[src/rtl/hazard_ctrl.sv]
// rtl/hazard_ctrl.sv - load-use / branch-operand hazard sequencer with stall and flush counters
module hazard_ctrl #(
    parameter int CNT_W = 16
) (
    input  logic             clk_i,
    input  logic             rst_i,
    input  logic             start_i,
    input  logic             mem_stall_i,
    input  logic             clr_i,
    input  logic [4:0]       id_rs_i,
    input  logic [4:0]       id_rt_i,
    input  logic             id_uses_rt_i,
    input  logic             id_branch_i,
    input  logic             id_jump_i,
    input  logic             id_eq_i,
    input  logic             ex_regwrite_i,
    input  logic             ex_memread_i,
    input  logic [4:0]       ex_dst_i,
    input  logic             mem_memread_i,
    input  logic [4:0]       mem_dst_i,
    output logic             stall_o,
    output logic             pc_write_o,
    output logic             ifid_write_o,
    output logic             ifid_flush_o,
    output logic [1:0]       pc_sel_o,
    output logic [CNT_W-1:0] stall_cnt_o,
    output logic [CNT_W-1:0] flush_cnt_o
);

    typedef enum logic {RUN = 1'b0, HOLD = 1'b1} state_t;

    state_t     state_q, state_d;
    logic [1:0] rem_q, rem_d;
    logic       ex_match, mem_match;
    logic       lu, be, bm;
    logic [1:0] stall_len;
    logic       freeze;

    // Register 0 is hardwired, so writing it never creates a dependency.
    function automatic logic reg_match(input logic [4:0] d, input logic [4:0] rs,
                                       input logic [4:0] rt, input logic uses_rt);
        return (d != 5'd0) && ((d == rs) || (uses_rt && (d == rt)));
    endfunction

    assign ex_match  = reg_match(ex_dst_i, id_rs_i, id_rt_i, id_uses_rt_i);
    assign mem_match = reg_match(mem_dst_i, id_rs_i, id_rt_i, id_uses_rt_i);

    assign lu = ex_memread_i & ex_match;
    assign be = id_branch_i & ex_regwrite_i & ex_match;
    assign bm = id_branch_i & mem_memread_i & mem_match;

    // A branch on a value still being loaded in EX needs the load to reach WB.
    always_comb begin
        stall_len = 2'd0;
        if (id_branch_i && ex_memread_i && ex_match) begin
            stall_len = 2'd2;
        end else if (lu || be || bm) begin
            stall_len = 2'd1;
        end
    end

    assign freeze = !rst_i || !start_i || mem_stall_i;

    always_ff @(posedge clk_i or negedge rst_i) begin
        if (!rst_i) begin
            state_q <= RUN;
            rem_q   <= 2'd0;
        end else begin
            state_q <= state_d;
            rem_q   <= rem_d;
        end
    end

    always_comb begin
        state_d = state_q;
        rem_d   = rem_q;
        if (!freeze) begin
            case (state_q)
                RUN: begin
                    if (stall_len == 2'd2) begin
                        state_d = HOLD;
                        rem_d   = 2'd1;
                    end
                end
                HOLD: begin
                    rem_d = rem_q - 2'd1;
                    if (rem_q <= 2'd1) begin
                        state_d = RUN;
                        rem_d   = 2'd0;
                    end
                end
                default: begin
                    state_d = RUN;
                    rem_d   = 2'd0;
                end
            endcase
        end
    end

    always_comb begin
        stall_o      = 1'b0;
        pc_write_o   = 1'b0;
        ifid_write_o = 1'b0;
        ifid_flush_o = 1'b0;
        pc_sel_o     = 2'd0;
        if (!freeze) begin
            if (state_q == HOLD || stall_len != 2'd0) begin
                stall_o = 1'b1;
            end else begin
                pc_write_o   = 1'b1;
                ifid_write_o = 1'b1;
                if (id_jump_i) begin
                    pc_sel_o     = 2'd2;
                    ifid_flush_o = 1'b1;
                end else if (id_branch_i && id_eq_i) begin
                    pc_sel_o     = 2'd1;
                    ifid_flush_o = 1'b1;
                end
            end
        end
    end

    always_ff @(posedge clk_i or negedge rst_i) begin
        if (!rst_i) begin
            stall_cnt_o <= '0;
            flush_cnt_o <= '0;
        end else if (clr_i) begin
            stall_cnt_o <= '0;
            flush_cnt_o <= '0;
        end else if (!freeze) begin
            if (stall_o && stall_cnt_o != '1) begin
                stall_cnt_o <= stall_cnt_o + 1'b1;
            end
            if (ifid_flush_o && flush_cnt_o != '1) begin
                flush_cnt_o <= flush_cnt_o + 1'b1;
            end
        end
    end

endmodule

[config.mk]
export PLATFORM = sky130hd
export DESIGN_NAME = hazard_ctrl
export DESIGN_NICKNAME = d
export VERILOG_FILES = /design/src/rtl/hazard_ctrl.sv
export SDC_FILE = /design/constraint.sdc
export NUM_CORES = 1
export LEC_CHECK = 0
export BUFFER_PORTS_ARGS = -buffer_cell sky130_fd_sc_hd__buf_2
export CAP_MARGIN = 20
export CORE_MARGIN = 8
export CORE_UTILIZATION = 40
export CTS_BUF_LIST = sky130_fd_sc_hd__clkbuf_4 sky130_fd_sc_hd__clkbuf_8
export DETAILED_ROUTE_END_ITERATION = 12
export GPL_TIMING_DRIVEN = 1
export SETUP_SLACK_MARGIN = 0.5
export SKIP_CTS_REPAIR_TIMING = 1
export SYNTH_ARGS = -nofsm -noshare
export SYNTH_HDL_FRONTEND = slang
export SYNTH_SLANG_ARGS = --single-unit
[constraint.sdc]
create_clock -name clk_i -period 3.5 [get_ports clk_i]
set_clock_uncertainty 0.2 [all_clocks]
set_input_delay 0.525 -clock clk_i [delete_from_list [all_inputs] [get_ports clk_i]]
set_output_delay 0.525 -clock clk_i [all_outputs]
set_load 0.05 [all_outputs]
==> run summary <==
Row generation in the floorplan step produced 27 rows. TritonCTS built the clock tree. The tools report the number of DRC markers after the initial detailed-route iteration as 57. The cell occurring most often along the worst timing path is sky130_fd_sc_hd__nor2_1. The initial antenna violation count is 0.

At the end of routability-driven placement, the weighted congestion stood at 0.864. After the flow finishes, the layout carries non-filler instances totaling 391. The netlist area before placement is 2250 sq um.

Once layout is done, the placed cells without fillers occupy 2770 sq um. Wires add up to 6.01 mm. The run finished with clean final reports.

The detailed-route wire length per cell was 15.4 um; the iteration count of the initial detailed-routing pass was 4. After detailed routing, the number of remaining DRC violations is 0. For this design, the sink count on the clock tree is 35.

From left edge to right edge, the die measures 91.0 um. When the netlist entered floorplanning its net count stood at 281. The reported max-cap violation count was 0.

For this design the top-level I/O count stands at 70. The average size of a mapped cell was 9.11 sq um. After detailed placement, the design holds a cell count of 381. The overall die area was 8280 sq um. The peak supply drop was 0.192 mV; the maximum buffer depth of the clock tree was 2. The via count of the first global-routing pass was 2149; the number of buffers created by CTS was 5. Entering global routing, the biggest net connects 36 pins.

The area growth from synthesis to layout is 23.1%. The synthesized design contains 35 register bits. At the later pin of the worst-skew pair, clock insertion delay measures 290 ps. The critical path goes through buf_2 > xor2_1 > nor4_1 > a32oi_1 > o32ai_1 > buf_4 > nor2_1 > nor2_1 > buf_6.

The number of buffers inserted by port buffering was 69; the vias after detailed routing was 2113. After detailed placement, the total cell area comes to 2660 sq um. The tools report the number of levels the H-tree was split into as 2.

The cell with the largest stage delay on the worst path was sky130_fd_sc_hd__nor4_1. By startpoint and endpoint, the worst setup path is classified as in2out. Endpoint type of the worst setup path: an output pin. Setup repair after global routing left no endpoint under its margin. The first global-routing pass estimated 10.4 mm of wire.

At the pin with the least slew margin, the transition time is 647 ps. Synthesis instantiated 42 different standard cells from the library. The logs give 0.411 for the initial cell density of the core and 5470 sq um for the core area. The final hold violation count was 0. The remaining global-route overflow came out at 0. The number of setup violations in the final report came out at 0. 0 antenna diodes ended up in the layout. The share of synthesized registers carrying an async set or reset was 1.00.

The biggest area consumer among synthesized cells is sky130_fd_sc_hd__dfrtp_1. Using the TritonRoute via totals, the vias-per-cell ratio works out to 5.40. The final-layout setup total negative slack was 0 ps; the post-detailed-placement half-perimeter wirelength was 4.51 mm.

The final-stage net count came out at 352. In this run the worst path has a maximum fanout of 4. Yosys attributes the largest share of cell area to sky130_fd_sc_hd__dfrtp_1 (39%), sky130_fd_sc_hd__xor2_1 (9.0%), sky130_fd_sc_hd__nor2_1 (5.3%). STA classifies the critical path startpoint as an input port. The number of cells on the worst reg-to-reg path is 7.

The overall power consumption is 0.854 mW, and the combined global-route utilization of all metal layers is 0.150. The synthesized design contains 0 enable-type register cells. The leakage power is 1.27 nW, and the arrival time of the worst setup path is 2160 ps.

The portion of the clock cycle consumed by the worst path in the final layout works out to 0.824. The type of the most critical hold path is in2async. The area share of the largest cell type after synthesis works out to 0.389. The number of warnings issued by yosys is 0, and the fraction of layout cells with a size suffix above 1 is 0.295.

For the worst setup path, the data required time is 2770 ps. Register area share after synthesis: 0.389. The power per unit of standard cell area is 308 nW/um^2, and the highest clock rate is 0.347 GHz. The relative slew slack was 0.568.

The worst register-to-register path ends at flush_cnt_o[15]. For the finished layout, the period the worst path requires is 2880 ps. The launch point of the worst reg-to-reg path is flush_cnt_o[7]. After clock tree synthesis, the clock-pin slew on the worst setup and hold paths is 70 ps.

Counting every instance in the synthesized netlist gives 247. In this run the vertical extent of the chip is 91.0 um. For the max-slew violation count, the log shows 0. For flop-to-flop paths, the worst setup slack is 1110 ps. For this run, the slowest stage of the critical path takes 330 ps. The tree is rooted in a sky130_fd_sc_hd__clkbuf_8. The prevailing post-synth register cell is sky130_fd_sc_hd__dfrtp_1.

The run gives 0 as the number of antenna-violating nets in the routed design.
==> Yosys cell counts, types with 4 or more instances <==
master                     number
sky130_fd_sc_hd__xor2_1        23
sky130_fd_sc_hd__clkbuf_1       4
sky130_fd_sc_hd__nand4_1        8
sky130_fd_sc_hd__or4_1          9
sky130_fd_sc_hd__nor2_1        32
sky130_fd_sc_hd__inv_1         11
sky130_fd_sc_hd__o31ai_1        7
sky130_fd_sc_hd__xnor2_1       12
sky130_fd_sc_hd__or3_1          6
sky130_fd_sc_hd__a21oi_1       18
sky130_fd_sc_hd__dfrtp_1       35
sky130_fd_sc_hd__nand2_1       12
sky130_fd_sc_hd__nand3_1       14
sky130_fd_sc_hd__o21ai_0        9
==> critical path: cells and delay by family <==
| kind | cells | cell delay [ps] |
|---|---|---|
| simple gates | 3 | 520 |
| xor+xnor | 1 | 150 |
| compound gates | 2 | 480 |
| buf+inv | 3 | 480 |
==> power by group <==
group,leakage [nW],switching [mW],internal (mW)
registers,0.484,0.0101,0.415
logic,0.739,0.0773,0.0436
clock network,0.0491,0.153,0.155
total,1.27,0.240,0.614
==> cells in the final DEF (no fill, tap or decap), drive strengths merged, types with 2 or more instances in the layout <==
cell	instances
nor3	3
nand4	8
a211oi	3
clkbuf	8
a32oi	2
a2111oi	3
and3	3
nand2	12
mux2i	2
inv	11
o21ai	9
o31ai	7
xor2	23
nand3	15
xnor2	12
dfrtp	35
or4	9
nor2	32
ha	2
and4	3
or3	6
buf	72
mux2	3
a21oi	18
nor4	3
nor2b	3
==> area by class of cell <==
class,count,area (sq um)
Multi-Input combinational cell,192,1290
Fill cell,546,2700
Inverter,11,41.3
Clock inverter,1,5.00
Timing Repair Buffer,73,384
Sequential cell,35,876
Tap cell,72,90.1
Clock buffer,7,83.8
==> how the worst max path moves through the flow <==
stage,from,to,slack [ps]
global route,ex_dst_i[1],stall_o,510
finish,ex_dst_i[1],stall_o,620
global placement,ex_dst_i[1],pc_sel_o[0],490
CTS,mem_dst_i[1],pc_sel_o[0],470
detailed placement,mem_dst_i[1],pc_sel_o[0],470
floorplan,ex_dst_i[1],ifid_flush_o,420
==> metrics by stage <==
step	hold WS [ps]	setup slack, ps	util
floorplan	29.4	420	-
global placement	304	489	0.486
detailed placement	317	466	0.486
CTS	122	466	0.502
global route	161	506	0.506
finish	115	618	0.506
==> sequential cells by signal, indices dropped and copies added (netlist names) <==
signal,flops
flush_cnt_o,16
stall_cnt_o,16
rem_q,2
state_q,1
==> cell families after synthesis <==
logic type | after synthesis | share of synthesized area
AND/OR/NAND/NOR | 100 | 0.230
AO/OA/AOI/OAI | 50 | 0.170
XOR/XNOR | 35 | 0.136
flip-flops | 35 | 0.389
buffers and inverters | 20 | 0.0395
multiplexers | 5 | 0.0239
adder cells (fa/ha/maj) | 2 | 0.0111
==> routing by layer <==
layer / vias to the layer above / GRT usage / wire length (um)
li1: 1038 / - / -
met1: 1003 / 0.182 / 2730
met2: 62 / 0.245 / 2820
met3: 10 / 0.0461 / 372
met4: 0 / 0.0559 / 92
met5: - / 0 / 0
(Power assumes the default switching activity.)
